$ cat src/rtl/stream_fifo_param.sv
// Parametrised valid/ready stream FIFO with occupancy/free-space reporting and almost flags.
// Optional peak-occupancy watermark is built when STREAM_FIFO_WATERMARK_EN is defined.
module stream_fifo_param #(
    parameter int DATA_WIDTH = 8,
    parameter int DEPTH_LOG2 = 4,
    parameter int AF_LEVEL   = (1 << DEPTH_LOG2) - 2,
    parameter int AE_LEVEL   = 1
) (
    input  logic                  clk,
    input  logic                  reset,
    input  logic                  push_valid,
    output logic                  push_ready,
    input  logic [DATA_WIDTH-1:0] push_payload,
    output logic                  pop_valid,
    input  logic                  pop_ready,
    output logic [DATA_WIDTH-1:0] pop_payload,
    input  logic                  flush,
    output logic [DEPTH_LOG2:0]   occupancy,
    output logic [DEPTH_LOG2:0]   availability,
    output logic                  almost_full,
    output logic                  almost_empty,
    input  logic                  wm_clear,
    output logic [DEPTH_LOG2:0]   wm_peak
);

    localparam int                   DEPTH    = 1 << DEPTH_LOG2;
    localparam int                   CW       = DEPTH_LOG2 + 1;
    localparam logic [CW-1:0]        DEPTH_C  = CW'(DEPTH);
    localparam logic [CW-1:0]        AF_C     = CW'(AF_LEVEL);
    localparam logic [CW-1:0]        AE_C     = CW'(AE_LEVEL);
    localparam logic [DEPTH_LOG2-1:0] PTR_ONE = 1;

    logic [DATA_WIDTH-1:0] r_mem [DEPTH];
    logic [DATA_WIDTH-1:0] r_rd_data;
    logic [DEPTH_LOG2-1:0] r_push_ptr;
    logic [DEPTH_LOG2-1:0] r_pop_ptr;
    logic                  r_rising;
    logic                  r_hz;

    logic                  w_match;
    logic                  w_full;
    logic                  w_empty;
    logic                  w_pushing;
    logic                  w_popping;
    logic [DEPTH_LOG2-1:0] w_pop_ptr_next;

    assign w_match   = (r_push_ptr == r_pop_ptr);
    assign w_full    = w_match & r_rising;
    assign w_empty   = w_match & ~r_rising;

    assign push_ready = ~w_full;
    // r_hz flags a read that raced the same-edge write to that slot; stale data must not be shown.
    assign pop_valid  = ~w_empty & ~(r_hz & ~w_full);

    assign w_pushing = push_valid & push_ready;
    assign w_popping = pop_valid & pop_ready;

    assign w_pop_ptr_next = flush     ? '0 :
                            w_popping ? r_pop_ptr + PTR_ONE :
                                        r_pop_ptr;

    assign occupancy    = {w_full, r_push_ptr - r_pop_ptr};
    assign availability = DEPTH_C - occupancy;
    assign almost_full  = (occupancy >= AF_C);
    assign almost_empty = (occupancy <= AE_C);
    assign pop_payload  = r_rd_data;

    always_ff @(posedge clk or posedge reset) begin
        if (reset) begin
            r_push_ptr <= '0;
            r_pop_ptr  <= '0;
            r_rising   <= 1'b0;
            r_hz       <= 1'b0;
        end else begin
            if (flush) begin
                r_push_ptr <= '0;
                r_pop_ptr  <= '0;
                r_rising   <= 1'b0;
            end else begin
                if (w_pushing) begin
                    r_push_ptr <= r_push_ptr + PTR_ONE;
                end
                if (w_popping) begin
                    r_pop_ptr <= w_pop_ptr_next;
                end
                if (w_pushing != w_popping) begin
                    r_rising <= w_pushing;
                end
            end
            r_hz <= (w_pop_ptr_next == r_push_ptr);
        end
    end

    // Storage stays out of reset so it maps onto block RAM; the read register is the output stage.
    always_ff @(posedge clk) begin
        if (w_pushing) begin
            r_mem[r_push_ptr] <= push_payload;
        end
        r_rd_data <= r_mem[w_pop_ptr_next];
    end

`ifdef STREAM_FIFO_WATERMARK_EN
    logic [CW-1:0] r_wm_peak;

    always_ff @(posedge clk or posedge reset) begin
        if (reset) begin
            r_wm_peak <= '0;
        end else if (wm_clear) begin
            r_wm_peak <= occupancy;
        end else if (occupancy > r_wm_peak) begin
            r_wm_peak <= occupancy;
        end
    end

    assign wm_peak = r_wm_peak;
`else
    logic w_unused_wm_clear;

    assign w_unused_wm_clear = wm_clear;
    assign wm_peak           = '0;
`endif

endmodule

$ cat config.mk
export PLATFORM = sky130hd
export DESIGN_NAME = stream_fifo_param
export DESIGN_NICKNAME = d
export VERILOG_FILES = /design/src/rtl/stream_fifo_param.sv
export SDC_FILE = /design/constraint.sdc
export NUM_CORES = 1
export LEC_CHECK = 0
export ABC_CLOCK_PERIOD_IN_PS = 3300
export BUFFER_PORTS_ARGS = -buffer_cell sky130_fd_sc_hd__buf_2
export CAP_MARGIN = 20
export CORE_ASPECT_RATIO = 0.7
export CORE_MARGIN = 10
export CORE_UTILIZATION = 30
export DETAILED_ROUTE_END_ITERATION = 8
export SLEW_MARGIN = 20
export SYNTH_ARGS = -nofsm -noshare
export SYNTH_HDL_FRONTEND = slang
export SYNTH_SLANG_ARGS = --single-unit
$ cat constraint.sdc
create_clock -name clk -period 3.3 [get_ports clk]
set_input_delay 0.66 -clock clk [delete_from_list [all_inputs] [get_ports clk]]
set_output_delay 0.66 -clock clk [all_outputs]
set_load 0.05 [all_outputs]
# After elaboration in Yosys (flattened, before gate mapping)
# Memory sizes are Yosys's and may differ from the RTL's. A register that Yosys moved wholly into a read port is not among the register bits.
# Index checks and enable logic that the tools add are counted.
word_totals:
  regBits: 10
  mem_bits_rw: 128
  out_inout_bits: 27
  memories: 1
mem_list:
  columns: ["name", "depth", "width", "rd", "rd_clocked_by_memory_dff", "write_ports", "line_no", "rtl"]
  rows:
  - ["r_mem", 16, 8, 1, 1, 1, "33", "logic [DATA_WIDTH-1:0] r_mem [DEPTH];"]
classes:
  addsub: 4
  order_cmp: 2
  n_eq_ne: 3
  mux: 10
  bitwise_logic: 10
  n_reduce_logical: 3
op_table:
  columns: ["op", "count"]
  rows:
  - ["two-way mux 4 bit", 6]
  - ["adder 4 x 1 -> 4 bit, second input constant", 2]
  - ["== test 4 bit", 2]
  - ["AND 1 bit", 6]
  - ["nonzero test 2 bit", 3]
  - [">= comparator 5 x 4 -> 1 bit, second input constant", 1]
  - ["<= comparator 5 x 1 -> 1 bit, second input constant", 1]
  - ["subtractor 5 bit, first input constant", 1]
  - ["two-way mux 1 bit", 4]
  - ["inverter 1 bit", 4]
  - ["subtractor 4 bit", 1]
  - ["!= test 1 bit", 1]

# Depth between registers and ports, before layout
# Gate-level depths: netlist of run 1.
logic_depth:
  word_depth: 11
  ltp_mapped: 13

# Least setup slack after synthesis of run 1
# Ideal clock, no wire load.
synth_path:
  path_kind: "register to output"
  startpoint: "register r_push_ptr[0]"
  endpoint: "output almost_empty"
  arrival_time_ps: 3238
  slack_ps: -598
  stages_incl_launch_ff: 6
  n_path_buf: 0
  path_cell_list: "dfrtp_1 > inv_1 > ha_1 > fa_1 > xnor2_1 > nor4_1"
synth_via:
  word_cells_on_any_way: 4
  classes_between: "1 x add/sub; 1 x order compare; 1 x eq/ne; 1 x bitwise"
synth_rtl:
  columns: ["element", "line_no", "rtl"]
  rows:
  - ["start, declared", "35", "logic [DEPTH_LOG2-1:0] r_push_ptr;"]
  - ["start signal, assigned", "81", "r_push_ptr <= r_push_ptr + PTR_ONE;"]
  - ["subtractor 4 bit", "62", "assign occupancy = {w_full, r_push_ptr - r_pop_ptr};"]
  - ["via occupancy[2]", "18", "output logic [DEPTH_LOG2:0] occupancy,"]
  - ["<= comparator 5 x 1 -> 1 bit", "65", "assign almost_empty = (occupancy <= AE_C);"]
  - ["end, declared", "21", "output logic almost_empty,"]
# The timed path passes the listed nets, and every way through them passes these cells.

# Worst setup path after layout of run 1
layout_path:
  startpoint: "register r_push_ptr[0]"
  endpoint: "output availability[3]"
layout_via:
  elab_chain_cells: 2
layout_lines:
  columns: ["element", "line_no", "rtl"]
  rows:
  - ["subtractor 4 bit", "62", null]
  - ["subtractor 5 bit", "63", "assign availability = DEPTH_C - occupancy;"]
  - ["end, declared", "19", "output logic [DEPTH_LOG2:0] availability,"]
# Every way passes these cells.

==> results.json, run 1 <==
{
  "track_usage": 0.115,
  "status": "finished clean",
  "cts_tree": "built",
  "fillers": 2027,
  "seqPwrFrac": 0.361,
  "dp_slack_ps": -9.65,
  "grt_pass1_wl_mm": 24.5,
  "routedWlPerCell_um": 20.0,
  "tightest_slew_ps": 664,
  "gr-total-overflow": 0,
  "yosysSeqAreaShare": 0.661,
  "critPathArrivalTime_ps": 2500,
  "nets": 528,
  "cp_max_fo": 5,
  "drv_slew": 0,
  "die_w_um": 195,
  "synthTopCellsByCount": "128 x edfxtp_1, 33 x a2111oi_0, 32 x and3_1, 32 x mux2i_1, 31 x a221oi_1",
  "p_switching_mw": 2.25,
  "required_ps": 2640,
  "clkPwrFrac": 0.295,
  "total_power_mw": 6.03,
  "cp-start-kind": "flip-flop",
  "yosysTopAreaCell": "edfxtp_1",
  "postLayoutCoreUtil": 0.373,
  "rows": 44,
  "area_delta_synth_final_pct": 21.5,
  "coreArea_um2": 20900,
  "top_usage_layer": "met2",
  "die_h_um": 143,
  "grt.met1_usage": 0.159,
  "clk_path_buf_depth": 2,
  "diodes": 0,
  "yosysMostFrequentCell": "edfxtp_1",
  "setup_slack_ps": 140,
  "cp_cell_sequence": "inv_1, ha_1, fa_1, inv_1, nor3_2, xnor2_2, buf_2",
  "drcViolationCount": 0,
  "grtUsageMet3": 0.0266,
  "synth_area_um2": 6430,
  "end_kind": "output port",
  "cp_slowest_cell": "fa_1",
  "final-setup-viol-count": 0,
  "ys_async_sr_fraction": 0.0685,
  "die_area_um2": 27800,
  "cts.sinks": 146,
  "synth_edf_count": 128,
  "hp-class": "in2async",
  "pwr-share-comb": 0.344,
  "synth.top_cell.area_share": 0.598,
  "netlist_top_cells_area": "edfxtp_1 60%, mux2i_1 5.0%, a2111oi_0 4.5%",
  "fin_crit_sh": 0.958,
  "use_met2": 0.176,
  "max_slew_margin": 0.546,
  "hold_violations": 0,
  "hpwl_mm": 10.5,
  "power.share.switching": 0.373,
  "synthFlopType": "edfxtp_1",
  "cts_made_buffers": 17,
  "drt_iter0_markers": 402,
  "insertion_delay_ps": 420,
  "io-pin-count": 41,
  "viasPerCell": 5.13,
  "crit_top_cell": "inv_1",
  "synthCells": 430,
  "num_vias": 4057,
  "synth-seq-cells": 146,
  "ctsHoldBuffers": 0,
  "dp_cells": 756,
  "antenna_found_initial": 0,
  "path_class": "reg2out",
  "min_period_ps": 3160,
  "drive_gt1_frac": 0.283,
  "max_cap_violations": 0,
  "final_cells": 791,
  "grt_pass1_vias": 4117,
  "ant_nets": 0,
  "yosys_warnings": 0,
  "powerDensity_nw_per_um2": 772,
  "htreeDepth": 4,
  "synth_cell_types": 46,
  "rsz0062_at_grt": "false",
  "grt_max_degree": 33,
  "first_pass_iters": 5,
  "io_buffers": 34,
  "gp_congestion": 0.807,
  "clk_pin_slew_ps": 60,
  "fmax_ghz": 0.316,
  "p_leak_nw": 2.71,
  "initial_core_util": 0.307,
  "routed_wl_mm": 15.8,
  "power.internal_mw": 3.78,
  "cp_slowest_stage_delay_ps": 550,
  "syn_avg_cell_area_um2": 15.0,
  "cts_root_buffer": "clkbuf_16",
  "finClkSkew_ps": 12.0,
  "peakVddDrop_uv": 428
}
[worst paths after layout]
| path | from | end | slack [ps] | cells past startpoint |
|---|---|---|---|---|
| max | r_push_ptr[0] | availability[3] | 140 | 7 |
| min reg2reg | r_rising | r_rising | 600 | 2 |
| max in group asynchronous | reset | r_pop_ptr[3] | 2780 | 2 |
| min in group clk | push_valid | r_rising | 530 | 3 |
| max reg2reg | r_push_ptr[0] | pop_payload[6] | 160 | 11 |
| min | reset | r_pop_ptr[0] | 230 | 2 |
[layout make-up]
cell class,instances,area [um2],area share
flip-flops and latches,146,4250,0.545
clock inverters,14,118,0.0151
well taps,276,345,0.0442
clock buffers,18,429,0.0549
repair buffers,89,671,0.0858
multi-input cells,236,1940,0.248
inverters,12,55.1,0.00705
[placed cells by master (no fill, tap or decap), types with 2 or more instances in the layout]
cell type   count
mux2i_1        31
a2111oi_1       2
inv_6           7
edfxtp_1      128
buf_12          7
xnor2_2         4
ha_1           10
or4_1           8
conb_1          5
clkbuf_16      17
nand2_1         8
and3_1         32
a21oi_2         2
a221oi_2        3
a21oi_1         4
a21o_1          2
buf_2          34
clkinv_4        5
nor3_1          4
a221oi_1       29
a21oi_4         2
buf_4          48
clkinvlp_4      4
dfxtp_1         8
nand3_1         4
inv_1           9
xor2_1          2
o211ai_1        3
a2111oi_0      31
xnor2_1         8
dfrtp_1        10
or2_1           2
nor2_1         18
nand4_1         2
nand2b_1        3
[layer usage]
| metal | part of all wire | vias to the layer above |
|---|---|---|
| met2 | 0.45 | 138 |
| met3 | 0.071 | 15 |
| met1 | 0.48 | 2046 |
| li1 | - | 1858 |
| met5 | 0 | - |
| met4 | 0.0081 | 0 |
[power groups by stage]
stage	Clock (mW)	Combinational [mW]	Sequential [mW]
3_3_place_gp	0	2.02	2.21
4_1_cts	1.81	2.06	2.18
3_5_place_dp	0	2.05	2.21
5_1_grt	1.90	2.21	2.19
2_1_floorplan	0	1.35	2.37
6_report	1.78	2.08	2.18
[flip-flops by register name (all words and copies together), names as in the netlist]
| name | count |
|---|---|
| r_mem | 128 |
| r_push_ptr | 4 |
| r_pop_ptr | 4 |
| r_rising | 1 |
| r_hz | 1 |
| pop_payload | 8 |
[per-stage QoR]
step,TNS (ps),instance area [um2],hold WS (ps)
after floorplan,0,6470,500
after global placement,-67.6,7220,551
after detailed placement,-9.65,7220,592
after CTS,0,7780,225
after global routing,0,7810,251
final,0,7810,226
[critical path: cells and delay by family (launching register included)]
kind                     cells  cell delay [ps]
XOR/XNOR                     1              130
buffers and inverters        3              490
AND/OR/NAND/NOR              1              240
flip-flops                   1              430
adder cells (fa/ha/maj)      2              790
[repair_timing]
item                                    in CTS  in global routing
resized for setup                            0                  7
buffers inserted                             2                  1
endpoints found under the setup margin       2                  6
pin swaps                                    1                  1
endpoints found under the hold margin        0                  0
[kinds of logic after synthesis]
group | count (synthesis) | share of synthesized area
flip-flops | 146 | 0.661
AND/OR/NAND/NOR | 91 | 0.0811
multiplexers | 32 | 0.0498
other | 1 | 0.000583
XOR/XNOR | 14 | 0.0202
AO/OA/AOI/OAI | 82 | 0.111
adder cells (fa/ha/maj) | 12 | 0.0245
buffers and inverters | 52 | 0.0512
No activity file was read; power rests on OpenSTA's default activity.
==> run 2: changes to the inputs <==
Settings changed: ABC_CLOCK_PERIOD_IN_PS 3300 to 2800.
Clock period 3.3 ns to 2.8 ns, I/O delays scaled along.
==> run 2 against run 1 <==
  * The run now ends with setup timing left
  * Total power is 36% higher
  * Via count is 3.4% higher
  * Clock skew about the same
  * Global-route usage is 0.26 points higher
  * Combinational power grew 55%
  * Wire length increased by 3.0%
  * Final cell count is 4.9% higher
  * Clock-buffer cell count increased by 1
  * Setup slack got worse by 260 ps
  * Critical path type unchanged
==> results.json, run 2 (synthesis results as in run 1) <==
{
  "status": "finished with violations",
  "failed_checks": "setup timing",
  "fillers": 1836,
  "io-pin-count": 41,
  "largest_register": "r_mem",
  "p_leak_nw": 3.08,
  "rsz0062_at_grt": "true",
  "fin_crit_sh": 1.04,
  "required_ps": 2240,
  "first_pass_iters": 5,
  "viasPerCell": 5.06,
  "hp-class": "in2async",
  "routed_wl_mm": 16.3,
  "initial_core_util": 0.307,
  "grt_pass1_vias": 4391,
  "rows": 44,
  "gp_congestion": 0.808,
  "clk_path_buf_depth": 2,
  "routedWlPerCell_um": 19.7,
  "critPathArrivalTime_ps": 2360,
  "tns_ps": -688,
  "top_usage_layer": "met2",
  "reg2reg_to": "pop_payload[7]",
  "gr-total-overflow": 0,
  "grt.met1_usage": 0.158,
  "fmax_ghz": 0.342,
  "area_delta_synth_final_pct": 36.7,
  "dp_slack_ps": -233,
  "hold_violations": 0,
  "ant_nets": 0,
  "use_met2": 0.182,
  "largest_reg_flops": 128,
  "die_w_um": 195,
  "final_common_cell": "edfxtp_1",
  "cp_max_fo": 4,
  "cts.sinks": 146,
  "antenna_found_initial": 0,
  "grtUsageMet3": 0.0282,
  "max_cap_violations": 0,
  "min_period_ps": 2920,
  "io_buffers": 34,
  "peakVddDrop_uv": 795,
  "htreeDepth": 4,
  "insertion_delay_ps": 420,
  "drcViolationCount": 0,
  "powerDensity_nw_per_um2": 935,
  "die_area_um2": 27800,
  "reg2reg_depth": 11,
  "finClkSkew_ps": 12.3,
  "drive_gt1_frac": 0.437,
  "cts_made_buffers": 17,
  "cp-start-kind": "flip-flop",
  "max_slew_margin": 0.538,
  "tightest_slew_ps": 676,
  "coreArea_um2": 20900,
  "cts_tree": "built",
  "grt_max_degree": 33,
  "rrSetupSlack_ps": -120,
  "die_h_um": 143,
  "path_class": "reg2out",
  "track_usage": 0.117,
  "ctsHoldBuffers": 0,
  "final-setup-viol-count": 12,
  "drt_iter0_markers": 419,
  "num_vias": 4196,
  "diodes": 0,
  "clk_pin_slew_ps": 60,
  "cts_root_buffer": "clkbuf_16",
  "most-common-layout-cells": "128 x edfxtp_1, 75 x buf_4, 32 x and3_1",
  "drv_slew": 0,
  "worstReg2RegStart": "r_push_ptr[1]",
  "setup_slack_ps": -122,
  "nets": 567,
  "end_kind": "output port",
  "hpwl_mm": 10.4,
  "grt_pass1_wl_mm": 25.1
}
==> run 2: timing repair <==
item,CTS,global route
pin swaps,20,20
setup buffers,10,6
endpoints found under the setup margin,14,14
gates resized for setup,61,50
gates cloned,2,0
endpoints found under the hold margin,0,0
==> run 2: stage by stage <==
step                      std cells  area [um2]   util  power [mW]  hold WS, ps
after floorplan                 434        6560      -        4.48          400
after global placement          782        7500  0.358        5.14          553
after detailed placement        782        7500  0.358        5.18          552
after CTS                       826        8540  0.408        8.03          116
after global routing            830        8790  0.420        8.57          127
final                           830        8790  0.420        8.22          103
==> run 2: worst max-delay path, cell delays in order, from the launching register on <==
cell        delay [ps]
dfrtp_1            390
buf_4              170
fa_2               630
clkinvlp_4         160
ha_4               180
o211ai_1           190
nand2_2             70
buf_6              150
==> run 2: final cells by class <==
type                       count  area, um2  share of cell area
timing repair buffer         128       1100               0.125
sequential                   146       4250               0.484
clock inverter                13        210              0.0239
inverter                      12       61.3             0.00698
multi-input combinational    236       2390               0.272
tap                          276        345              0.0393
clock buffer                  19        433              0.0493
==> run 2: worst max path at each step <==
stage	cells after the start	start	endpoint	slack, ps
2_1_floorplan	5	r_push_ptr[1]	almost_empty	-240
3_3_place_gp	11	r_push_ptr[1]	pop_payload[2]	-170
3_5_place_dp	12	r_pop_ptr[1]	pop_payload[2]	-230
4_1_cts	6	r_pop_ptr[0]	availability[3]	-120
5_1_grt	7	r_pop_ptr[1]	almost_full	-200
6_report	7	r_pop_ptr[1]	almost_full	-120
==> run 2: report_power, final <==
group | internal [mW] | leakage, nW | switching (mW) | total (mW)
sequential | 2.50 | 1.36 | 0.0544 | 2.56
combinational | 1.33 | 1.42 | 1.89 | 3.22
clock | 1.58 | 0.307 | 0.860 | 2.44
==> run 2: routing by layer <==
layer / part of all wire / up-vias / wire, um
li1: - / 1947 / -
met1: 0.45 / 2091 / 7420
met2: 0.47 / 150 / 7700
met3: 0.068 / 8 / 1120
met4: 0.0052 / 0 / 85
met5: 0 / - / 0
